===== config.mk =====
export PLATFORM = sky130hd
export DESIGN_NAME = lzd32_seq
export DESIGN_NICKNAME = d
export VERILOG_FILES = /design/src/rtl/lzd32_seq.sv
export SDC_FILE = /design/constraint.sdc
export NUM_CORES = 1
export LEC_CHECK = 0
export CORE_MARGIN = 3
export CORE_UTILIZATION = 40
export CTS_CLUSTER_DIAMETER = 80
export CTS_CLUSTER_SIZE = 28
export DETAILED_ROUTE_END_ITERATION = 12
export HOLD_SLACK_MARGIN = 0.02
export PLACE_DENSITY = 0.69
export SKIP_LAST_GASP = 1
export SYNTH_ARGS = -nofsm -noshare
export SYNTH_HDL_FRONTEND = slang
export SYNTH_SLANG_ARGS = --single-unit

===== constraint.sdc =====
create_clock -name clk_i -period 4 [get_ports clk_i]
set_input_delay 0.6 -clock clk_i [delete_from_list [all_inputs] [get_ports clk_i]]
set_output_delay 0.6 -clock clk_i [all_outputs]
set_load 0.02 [all_outputs]

===== src/rtl/lzd32_seq.sv =====
// Sequential 32-bit leading-zero counter and normaliser.
// One shared 8-bit detector walks the operand MSB byte first, then a final cycle shifts it.
module lzd32_seq (
  input  logic        clk_i,
  input  logic        rst_i,
  input  logic        start_i,
  input  logic [31:0] din_i,
  output logic        busy_o,
  output logic        done_o,
  output logic [5:0]  lzc_o,
  output logic [31:0] norm_out_o,
  output logic        zero_o
);

  typedef enum logic [1:0] {StIdle, StScan, StShift} state_e;

  state_e      state_q, state_d;
  logic [31:0] data_q, data_d;
  logic [1:0]  idx_q, idx_d;
  logic [5:0]  acc_q, acc_d;
  logic [5:0]  lzc_q, lzc_d;
  logic [31:0] norm_q, norm_d;
  logic        zero_q, zero_d;
  logic        done_q, done_d;

  logic [7:0]  byte_sel;
  logic [3:0]  lzd_res;
  logic        scan_last;

  // Highest set bit wins because it is visited last; 8 means the byte is empty.
  function automatic logic [3:0] lzd8(input logic [7:0] b);
    logic [3:0] r;
    r = 4'd8;
    for (int i = 0; i < 8; i++) begin
      if (b[i]) r = 4'(7 - i);
    end
    return r;
  endfunction

  always_comb begin
    byte_sel = 8'h00;
    unique case (idx_q)
      2'd3: byte_sel = data_q[31:24];
      2'd2: byte_sel = data_q[23:16];
      2'd1: byte_sel = data_q[15:8];
      2'd0: byte_sel = data_q[7:0];
      default: byte_sel = 8'h00;
    endcase
  end

  assign lzd_res   = lzd8(byte_sel);
  assign scan_last = (lzd_res != 4'd8) || (idx_q == 2'd0);

  always_ff @(posedge clk_i or posedge rst_i) begin
    if (rst_i) begin
      state_q <= StIdle;
    end else begin
      state_q <= state_d;
    end
  end

  always_comb begin
    state_d = state_q;
    unique case (state_q)
      StIdle:  if (start_i) state_d = StScan;
      StScan:  if (scan_last) state_d = StShift;
      StShift: state_d = StIdle;
      default: state_d = StIdle;
    endcase
  end

  always_comb begin
    busy_o = (state_q != StIdle);
  end

  always_comb begin
    data_d = data_q;
    idx_d  = idx_q;
    acc_d  = acc_q;
    lzc_d  = lzc_q;
    norm_d = norm_q;
    zero_d = zero_q;
    done_d = 1'b0;
    unique case (state_q)
      StIdle: begin
        if (start_i) begin
          data_d = din_i;
          idx_d  = 2'd3;
          acc_d  = 6'd0;
        end
      end
      StScan: begin
        acc_d = acc_q + 6'(lzd_res);
        if (!scan_last) idx_d = idx_q - 2'd1;
      end
      StShift: begin
        lzc_d  = acc_q;
        // A count of 32 only happens for a zero operand, so the result is zero.
        norm_d = acc_q[5] ? 32'h0 : (data_q << acc_q[4:0]);
        zero_d = (acc_q == 6'd32);
        done_d = 1'b1;
      end
      default: ;
    endcase
  end

  always_ff @(posedge clk_i or posedge rst_i) begin
    if (rst_i) begin
      data_q <= 32'h0;
      idx_q  <= 2'd0;
      acc_q  <= 6'd0;
      lzc_q  <= 6'd0;
      norm_q <= 32'h0;
      zero_q <= 1'b0;
      done_q <= 1'b0;
    end else begin
      data_q <= data_d;
      idx_q  <= idx_d;
      acc_q  <= acc_d;
      lzc_q  <= lzc_d;
      norm_q <= norm_d;
      zero_q <= zero_d;
      done_q <= done_d;
    end
  end

  assign done_o     = done_q;
  assign lzc_o      = lzc_q;
  assign norm_out_o = norm_q;
  assign zero_o     = zero_q;

endmodule


==> impl_metrics.tcl, run 1 <==
set metrics [dict create \
    finalSetupViolations 0 \
    clock_path_buffers 2 \
    grt_pass1_wl_microns 23800 \
    ys_seq_elements 82 \
    min_to "lzc_o[3]$_DFFE_PP0P_" \
    path_cells "inv_1 -> ha_1 -> a222oi_1 -> nand3b_1 -> o221ai_1 -> a21boi_0 -> o32ai_1 -> ha_1 -> fa_1 -> a21o_1 -> a21oi_1 -> o211ai_1 -> o31ai_1" \
    core_area_sq_mm 0.0128 \
    rr_startpoint "idx_q[0]$_DFFE_PP0P_" \
    max_freq_mhz 309 \
    drtAntennaViolNets 0 \
    avgSynthCellArea_sq_um 9.72 \
    crit_required_ns 4.25 \
    syn_nets 588 \
    synth-main-ff-cell "dfrtp_1" \
    yosys_warnings 0 \
    path_common_cell "ha_1" \
    fin_crit_sh_pct 80.8 \
    hold_violations 0 \
    crit_path_start_kind "register" \
    h-tree-depth 3 \
    multi_input_area_sq_mm 0.00297 \
    nets 642 \
    yosys.cell_types.count 57 \
    whs_ns 0.486 \
    overflow 0 \
    hold_buffers 0 \
    clock_tree.root_cell "clkbuf_16" \
    viasPerCell 5.64 \
    dpl_cell_area_sq_mm 0.00614 \
    antenna_cells 0 \
    min_path_type "reg -> reg" \
    start_util_pct 41.4 \
    layout-drive-gt1-share_pct 13.1 \
    tritoncts "yes" \
    power_leakage_nw 2.88 \
    clock_latency_ns 0.35 \
    seq_area_frac_synth_pct 38.8 \
    vias 4368 \
    drc 0 \
    max_cap_viol_count 0 \
    wl_per_cell_microns 18.6 \
    irDropWorstVdd_v 0.000278 \
    crit_family "compound AO/OA/AOI/OAI gates" \
    design_area_sq_mm 0.00650 \
    worst_slack_ns 0.768 \
    dp_slack_ns 0.788 \
    rsz0062_at_grt "false" \
    worst_pin_slew_ns 1.20 \
    synthCells 544 \
    crit_slowest_cell "a222oi_1" \
    numCtsBuffers 9 \
    fp.dieH_microns 121 \
    grt_start_max_net_pins 52 \
    reg2reg_depth 13 \
    hpwlAfterDp_microns 10700 \
    seq_area_sq_mm 0.00205 \
    num-fill-cells 1139 \
    power.total_w 0.00568 \
    r2r_setup_slack_ns 0.77 \
    clkSinkCount 82 \
    syn_area_sq_mm 0.00529 \
    cp.arrival_ns 3.48 \
    grt_pass1_vias 4447 \
    critical-path-max-stage-delay_ns 0.49 \
    dieArea_sq_mm 0.0146 \
    drv_slew 0 \
    reg2reg_to "acc_q[4]$_DFFE_PP0P_" \
    crit_type "reg -> reg" \
    crit_path_max_fanout 8 \
    gp_congestion 0.907 \
    cts_resized 0 \
    portBuffers 75 \
    holdCritStartpoint "lzc_o[3]$_DFFE_PP0P_" \
    wl_microns 14400 \
    path_clk_slew_ns 0.06 \
    synth_edf_count 0 \
    endpoint_kind "register" \
    crit_buf_inv 1 \
    finalSetupTns_ns 0 \
    min_period_ns 3.23 \
    cts_setup_buffers 0 \
    worstHoldPathCells 2 \
    synthArstFlopShare_pct 100 \
    grt_usage_pct 20.6 \
    slew_headroom_pct 19.7 \
    dieWidth_microns 121 \
    area_growth_syn_to_layout_pct 23.0 \
    drt_iter0_drc 428 \
    antenna_found_initial 0 \
    status "completed" \
    dr.pass1.iters 4 \
    num_rows 41 \
    io_pins 76 \
    powerDensity_mw_per_mm2 873 \
    fin_worst_skew_ns 0.00515 \
]
-- placed cells by master (no fill, tap or decap), drive strengths merged, types with 16 or more instances in the layout --
| cell type | instances |
|---|---|
| mux2 | 24 |
| nor2 | 18 |
| mux4 | 24 |
| dfrtp | 82 |
| clkdlybuf4s50 | 75 |
| mux2i | 41 |
| o21ai | 24 |
| inv | 16 |
| a21oi | 16 |
| nand2 | 137 |
-- worst max-delay path by stage --
| stage | end | cells after the start | start |
|---|---|---|---|
| global placement | acc_q[5]$_DFFE_PP0P_ | 13 | idx_q[0]$_DFFE_PP0P_ |
| CTS | acc_q[4]$_DFFE_PP0P_ | 13 | idx_q[0]$_DFFE_PP0P_ |
| finish | acc_q[4]$_DFFE_PP0P_ | 13 | idx_q[0]$_DFFE_PP0P_ |
| detailed placement | acc_q[4]$_DFFE_PP0P_ | 13 | idx_q[0]$_DFFE_PP0P_ |
| global route | acc_q[4]$_DFFE_PP0P_ | 13 | idx_q[0]$_DFFE_PP0P_ |
| floorplan | acc_q[4]$_DFFE_PP0P_ | 14 | idx_q[0]$_DFFE_PP0P_ |
-- state kept, by name, summed over array words and instances, names as in the netlist --
name	count
idx_q	2
zero_o	1
done_o	1
norm_out_o	32
acc_q	6
state_q	2
data_q	32
lzc_o	6
-- worst register-to-register path: cells and delay by family, from the launching register on --
kind	cells	cell delay, ns
compound gates	8	1.55
flops	1	0.42
fa+ha+maj	3	0.92
buf+inv	1	0.09
simple gates	1	0.16
-- where the power goes --
part / leakage (nW) / internal, W / switching, W
Sequential: 1.04 / 0.00117 / 0.000538
Combinational: 1.66 / 0.00140 / 0.00157
Clock: 0.180 / 0.000689 / 0.000321
-- cells in the mapped netlist, types with 5 or more instances --
master	number	area, sq um
a222oi_1	5	50.1
o211ai_1	6	45.0
a22oi_1	7	52.6
a221o_1	5	50.1
buf_2	11	55.1
buf_4	5	37.5
and2_1	9	56.3
mux2i_1	41	410
o221ai_1	6	52.6
ha_1	8	100
nand3_1	9	45.0
o21ai_0	24	120
mux2_2	24	270
a21oi_1	16	80.1
mux4_2	24	541
dfrtp_1	82	2050
nor2_1	18	67.6
inv_1	16	60.1
clkbuf_1	24	90.1
a22o_1	11	96.3
nand2_1	137	514
-- stage by stage --
step / util, % / cells
after floorplan: - / 544
final: 50.9 / 775
after detailed placement: 48.0 / 759
after CTS: 50.9 / 775
after global routing: 50.9 / 775
after global placement: 48.0 / 759
-- final cells by class --
type,count,area share [%]
Clock buffer,11,3.73
Clock inverter,5,1.92
Inverter,17,1.00
Multi-Input combinational cell,402,45.7
Sequential cell,82,31.6
Tap cell,172,3.31
Timing Repair Buffer,86,12.8
-- logic make-up (layout without fill, tap and decap cells) --
| group | after synthesis | in the layout | share of synthesized area (%) |
|---|---|---|---|
| fa+ha+maj | 9 | 9 | 2.27 |
| buf+inv | 60 | 119 | 5.02 |
| simple gates | 198 | 198 | 16.1 |
| mux | 89 | 89 | 23.1 |
| flops | 82 | 82 | 38.8 |
| xor+xnor | 2 | 2 | 0.331 |
| compound gates | 104 | 104 | 14.4 |
-- metal layers --
layer	routed length, microns	vias up	global-route usage [%]
met2	6770	130	33.0
met5	0	-	0
met3	810	25	3.45
met1	6460	2144	27.6
met4	383	0	8.92
li1	-	2069	-
No activity file was read; power rests on OpenSTA's default activity.
==> run 2, diff against run 1 <==
--- a/config.mk
+++ b/config.mk
@@ -11,7 +11,7 @@
 export CTS_CLUSTER_SIZE = 28
 export DETAILED_ROUTE_END_ITERATION = 12
 export HOLD_SLACK_MARGIN = 0.02
-export PLACE_DENSITY = 0.69
+export PLACE_DENSITY = 0.71
 export SKIP_LAST_GASP = 1
 export SYNTH_ARGS = -nofsm -noshare
 export SYNTH_HDL_FRONTEND = slang
==> constraint.sdc (replaced) <==
create_clock -name clk_i -period 2.6 [get_ports clk_i]
set_input_delay 0.39 -clock clk_i [delete_from_list [all_inputs] [get_ports clk_i]]
set_output_delay 0.39 -clock clk_i [all_outputs]
set_load 0.02 [all_outputs]
==> run 2 against run 1 <==
The flow now finishes with violations (setup timing). Combinational power grew 89%. Clock power grew 30%. Sequential cell count is the same. Count of clock-buffer cells in the layout shrank 1. Die area is the same. Via count grew 7.1%. Cell count grew 7.5%. Global-route usage grew 1.1 points. Cell area grew 7.7%. Total power grew 62%. Critical path depth is the same.
==> impl_metrics.tcl, run 2 (synthesis results as in run 1) <==
set metrics [dict create \
    clkSinkCount 82 \
    clock_tree.root_cell "clkbuf_16" \
    crit_slowest_cell "dfrtp_1" \
    vias 4679 \
    fp.dieH_microns 121 \
    status "finished with violations" \
    wl_per_cell_microns 18.5 \
    portBuffers 75 \
    drv_slew 0 \
    multi_input_area_sq_mm 0.00307 \
    grt_pass1_wl_microns 24500 \
    crit_required_ns 2.83 \
    dieWidth_microns 121 \
    layout_common_cells "nand2_1, dfrtp_1, clkdlybuf4s50_1, buf_4, mux2i_1" \
    clock_path_buffers 2 \
    start_util_pct 41.4 \
    slew_headroom_pct 54.5 \
    hold_violations 0 \
    dieArea_sq_mm 0.0146 \
    reg2reg_depth 13 \
    grt_usage_pct 21.7 \
    cp.arrival_ns 3.19 \
    antenna_cells 0 \
    h-tree-depth 3 \
    hpwlAfterDp_microns 11900 \
    crit_buf_inv 3 \
    rsz0062_at_grt "true" \
    seq_area_sq_mm 0.00205 \
    path_clk_slew_ns 0.06 \
    violations "setup timing" \
    nets 700 \
    path_cells "buf_6 -> ha_4 -> a222oi_1 -> and2_1 -> o221ai_2 -> a21oi_1 -> o32ai_2 -> ha_2 -> fa_2 -> buf_4 -> buf_4 -> xnor2_1 -> o21ai_0" \
    num-fill-cells 1134 \
    gp_congestion 0.956 \
    grt_pass1_vias 4695 \
    design_area_sq_mm 0.00700 \
    powerDensity_mw_per_mm2 1320 \
    worst_pin_slew_ns 0.683 \
    tritoncts "yes" \
    hold_buffers 0 \
    area_growth_syn_to_layout_pct 32.5 \
    numCtsBuffers 9 \
    fin_worst_skew_ns 0.00550 \
    rr_startpoint "idx_q[0]$_DFFE_PP0P_" \
    dr.pass1.iters 8 \
    fin_crit_sh_pct 114 \
    finalSetupViolations 6 \
    power_leakage_nw 3.14 \
    crit_type "reg -> reg" \
    drtAntennaViolNets 0 \
    viasPerCell 5.62 \
    reg2reg_to "acc_q[2]$_DFFE_PP0P_" \
    crit_path_start_kind "register" \
    post-route-util_pct 54.8 \
    overflow 0 \
    drc 0 \
    num_rows 41 \
    worst_slack_ns -0.357 \
    irDropWorstVdd_v 0.000442 \
    path_common_cell "buf_4" \
    io_pins 76 \
    layout-drive-gt1-share_pct 23.9 \
    crit_family "compound AO/OA/AOI/OAI gates" \
    max_cap_viol_count 0 \
    dpl_cell_area_sq_mm 0.00655 \
    critical-path-max-stage-delay_ns 0.42 \
    min_period_ns 2.96 \
    min_path_type "in -> async" \
    wl_microns 15400 \
    core_area_sq_mm 0.0128 \
    drt_iter0_drc 402 \
    grt_start_max_net_pins 52 \
    endpoint_kind "register" \
    max_freq_mhz 338 \
    final_common_cell "nand2_1" \
    r2r_setup_slack_ns -0.36 \
    crit_path_max_fanout 6 \
    clock_latency_ns 0.35 \
    antenna_found_initial 0 \
]
## run 2: metal layers
layer | GRT usage [%] | routed length (microns) | vias up
li1 | - | - | 2196
met1 | 27.7 | 6460 | 2261
met2 | 35.7 | 7470 | 189
met3 | 4.15 | 1040 | 33
met4 | 9.63 | 451 | 0
met5 | 0 | 0 | -
## run 2: how the worst max path moves through the flow
stage	start	end	slack, ns	cells past startpoint
after CTS	idx_q[1]$_DFFE_PP0P_	acc_q[4]$_DFFE_PP0P_	-0.26	14
after detailed placement	idx_q[1]$_DFFE_PP0P_	acc_q[4]$_DFFE_PP0P_	-0.39	13
final	idx_q[0]$_DFFE_PP0P_	acc_q[2]$_DFFE_PP0P_	-0.36	13
after global routing	idx_q[0]$_DFFE_PP0P_	acc_q[4]$_DFFE_PP0P_	-0.48	14
after global placement	idx_q[1]$_DFFE_PP0P_	acc_q[4]$_DFFE_PP0P_	-0.32	13
after floorplan	idx_q[0]$_DFFE_PP0P_	acc_q[5]$_DFFE_PP0P_	-0.14	14
## run 2: worst register-to-register path, stage by stage (launching register included)
cell and delay (ns):
dfrtp_1 0.42, buf_6 0.14, ha_4 0.17, a222oi_1 0.41, and2_1 0.21, o221ai_2 0.12, a21oi_1 0.19, o32ai_2 0.10
ha_2 0.21, fa_2 0.36, buf_4 0.14, buf_4 0.12, xnor2_1 0.17, o21ai_0 0.09
## run 2: through the flow
stage | power (W) | hold slack (ns) | worst slack [ns] | instances | setup TNS (ns)
6_report | 0.00922 | 0.408 | -0.357 | 833 | -1.39
4_1_cts | 0.00917 | 0.430 | -0.259 | 832 | -0.999
3_3_place_gp | 0.00762 | 0.467 | -0.320 | 808 | -1.02
5_1_grt | 0.00982 | 0.466 | -0.481 | 833 | -2.48
3_5_place_dp | 0.00773 | 0.472 | -0.389 | 808 | -1.56
2_1_floorplan | 0.00564 | 0.488 | -0.139 | 544 | -0.291
## run 2: cell type report
| cell class | count | share of cell area, % |
|---|---|---|
| repair buffers | 144 | 18.5 |
| clock inverters | 6 | 0.947 |
| multi-input cells | 402 | 43.8 |
| well taps | 172 | 3.07 |
| flip-flops and latches | 82 | 29.3 |
| inverters | 17 | 0.929 |
| clock buffers | 10 | 3.41 |
## run 2: timing repair
item                       4_1_cts  5_1_grt
setup endpoints to repair        7        9
setup buffers                    8        1
pin swaps                       16        8
resized for setup               14        5
## run 2: power by group
group | total [W] | switching [W] | leakage (nW) | internal [W]
registers | 0.00229 | 0.000491 | 1.04 | 0.00180
clock network | 0.00131 | 0.000535 | 0.152 | 0.000771
logic | 0.00562 | 0.00296 | 1.96 | 0.00267
total | 0.00922 | 0.00398 | 3.14 | 0.00523
==> run 3, diff against run 2 <==
--- a/config.mk
+++ b/config.mk
@@ -5,13 +5,14 @@
 export SDC_FILE = /design/constraint.sdc
 export NUM_CORES = 1
 export LEC_CHECK = 0
+export CAP_MARGIN = 10
 export CORE_MARGIN = 3
 export CORE_UTILIZATION = 40
 export CTS_CLUSTER_DIAMETER = 80
 export CTS_CLUSTER_SIZE = 28
 export DETAILED_ROUTE_END_ITERATION = 12
 export HOLD_SLACK_MARGIN = 0.02
-export PLACE_DENSITY = 0.71
+export PLACE_DENSITY = 0.72
 export SKIP_LAST_GASP = 1
 export SYNTH_ARGS = -nofsm -noshare
 export SYNTH_HDL_FRONTEND = slang
==> run 3 against run 2 <==
The flow still finishes with violations (setup timing). Highest routed layer unchanged. Sequential share of layout area is 0.24 points higher. Largest cell class unchanged. Global-route usage is 0.33 points lower. Via count is 0.15% lower. Critical path type unchanged. Critical path depth stayed put. Utilization is 0.45 points lower. Cell count is 0.36% lower.
==> impl_metrics.tcl, run 3 (synthesis results as in run 1) <==
set metrics [dict create \
    hpwlAfterDp_microns 11500 \
    vias 4672 \
    crit_family "compound AO/OA/AOI/OAI gates" \
    crit_slowest_cell "dfrtp_2" \
    layout_common_cells "nand2_1, dfrtp_1, clkdlybuf4s50_1, buf_4, mux2i_1" \
    critical-path-max-stage-delay_ns 0.42 \
    wl_microns 15000 \
    endpoint_kind "register" \
    dpl.cell_count 811 \
    rr_startpoint "idx_q[0]$_DFFE_PP0P_" \
    rsz0062_at_grt "true" \
    tritoncts "yes" \
    crit_buf_inv 1 \
    drv_slew 0 \
    min_period_ns 2.85 \
    dr.pass1.iters 5 \
    reg2reg_depth 13 \
    status "finished with violations" \
    gp_congestion 0.946 \
    worst_pin_slew_ns 0.620 \
    powerDensity_mw_per_mm2 1310 \
    overflow 0 \
    numCtsBuffers 9 \
    max_cap_viol_count 0 \
    clkSinkCount 82 \
    crit_required_ns 2.85 \
    antenna_cells 0 \
    final_common_cell "nand2_1" \
    h-tree-depth 3 \
    io_pins 76 \
    hold_violations 0 \
    reg2reg_to "acc_q[4]$_DFFE_PP0P_" \
    dieWidth_microns 121 \
    grt_pass1_wl_microns 24700 \
    viasPerCell 5.63 \
    core_area_sq_mm 0.0128 \
    num-fill-cells 1098 \
    violations "setup timing" \
    max_freq_mhz 350 \
    drtAntennaViolNets 0 \
    grt_usage_pct 21.3 \
    drc 0 \
    whs_ns 0.421 \
    clock_path_buffers 2 \
    fin_crit_sh_pct 110 \
    path_cells "inv_4 -> ha_4 -> a222oi_1 -> and2_1 -> o221ai_2 -> a21boi_1 -> o32ai_2 -> ha_2 -> fa_2 -> a21o_1 -> a21oi_2 -> o211ai_1 -> o31ai_1" \
    portBuffers 75 \
    grt_start_max_net_pins 45 \
    slew_headroom_pct 58.7 \
    area_growth_syn_to_layout_pct 31.4 \
    clock_latency_ns 0.34 \
    min_path_type "in -> async" \
    worst_slack_ns -0.253 \
    power.total_w 0.00909 \
    wl_per_cell_microns 18.1 \
    power_leakage_nw 3.11 \
    dieArea_sq_mm 0.0146 \
    path_clk_slew_ns 0.06 \
    fin_cells 830 \
    crit_type "reg -> reg" \
    r2r_setup_slack_ns -0.25 \
    start_util_pct 41.4 \
    crit_path_start_kind "register" \
    layout-drive-gt1-share_pct 22.9 \
    drt_iter0_drc 409 \
    antenna_found_initial 0 \
    hold_buffers 0 \
    crit_path_max_fanout 6 \
    num_rows 41 \
    post-route-util_pct 54.4 \
    grt_pass1_vias 4638 \
    fin_worst_skew_ns 0.00749 \
    cp.arrival_ns 3.11 \
    nets 697 \
    irDropWorstVdd_v 0.000460 \
    clock_tree.root_cell "clkbuf_16" \
    fp.dieH_microns 121 \
    finalSetupViolations 5 \
]
run 3: metrics by stage:
step	cell area (sq um)	setup TNS [ns]	setup WS (ns)
floorplan	5310	-0.291	-0.139
global placement	6560	-0.497	-0.181
detailed placement	6560	-1.03	-0.326
CTS	6910	-0.756	-0.241
global route	6950	-1.51	-0.428
finish	6950	-0.722	-0.253
run 3: worst max-delay path by stage:
stage | start | endpoint | cells past startpoint | slack, ns
after global routing | idx_q[1]$_DFFE_PP0P_ | acc_q[4]$_DFFE_PP0P_ | 13 | -0.43
after global placement | idx_q[0]$_DFFE_PP0P_ | acc_q[4]$_DFFE_PP0P_ | 13 | -0.18
after floorplan | idx_q[0]$_DFFE_PP0P_ | acc_q[5]$_DFFE_PP0P_ | 14 | -0.14
after CTS | idx_q[1]$_DFFE_PP0P_ | acc_q[4]$_DFFE_PP0P_ | 13 | -0.24
after detailed placement | idx_q[0]$_DFFE_PP0P_ | acc_q[4]$_DFFE_PP0P_ | 13 | -0.33
final | idx_q[0]$_DFFE_PP0P_ | acc_q[4]$_DFFE_PP0P_ | 13 | -0.25
run 3: area by class of cell:
type | instances | area (sq um) | share of cell area (%)
multi-input cells | 402 | 3050 | 43.9
flip-flops and latches | 82 | 2050 | 29.6
repair buffers | 141 | 1260 | 18.1
clock buffers | 13 | 280 | 4.03
well taps | 172 | 215 | 3.10
inverters | 17 | 67.6 | 0.973
clock inverters | 3 | 21.3 | 0.306
run 3: layer usage:
| layer | vias to the layer above | part of all wire (%) | track usage, % |
|---|---|---|---|
| li1 | 2173 | - | - |
| met5 | - | 0 | 0 |
| met4 | 0 | 2.5 | 7.72 |
| met2 | 192 | 48 | 34.8 |
| met1 | 2278 | 43 | 28.5 |
| met3 | 29 | 6.4 | 3.92 |
run 3: where the power goes:
group | switching, W | internal (W)
Sequential | 0.000512 | 0.00180
Combinational | 0.00291 | 0.00262
Clock | 0.000501 | 0.000751
run 3: what timing repair did:
item	4_1_cts	5_1_grt
cloned	0	0
endpoints found under the setup margin	5	7
setup buffers	2	1
pin swaps	4	5
resized for setup	8	7
run 3: worst reg2reg max path, delay by kind of cell, from the launching register on:
kind	cells	cell delay, ns
flops	1	0.42
simple gates	1	0.21
buf+inv	1	0.06
compound gates	8	1.33
fa+ha+maj	3	0.73
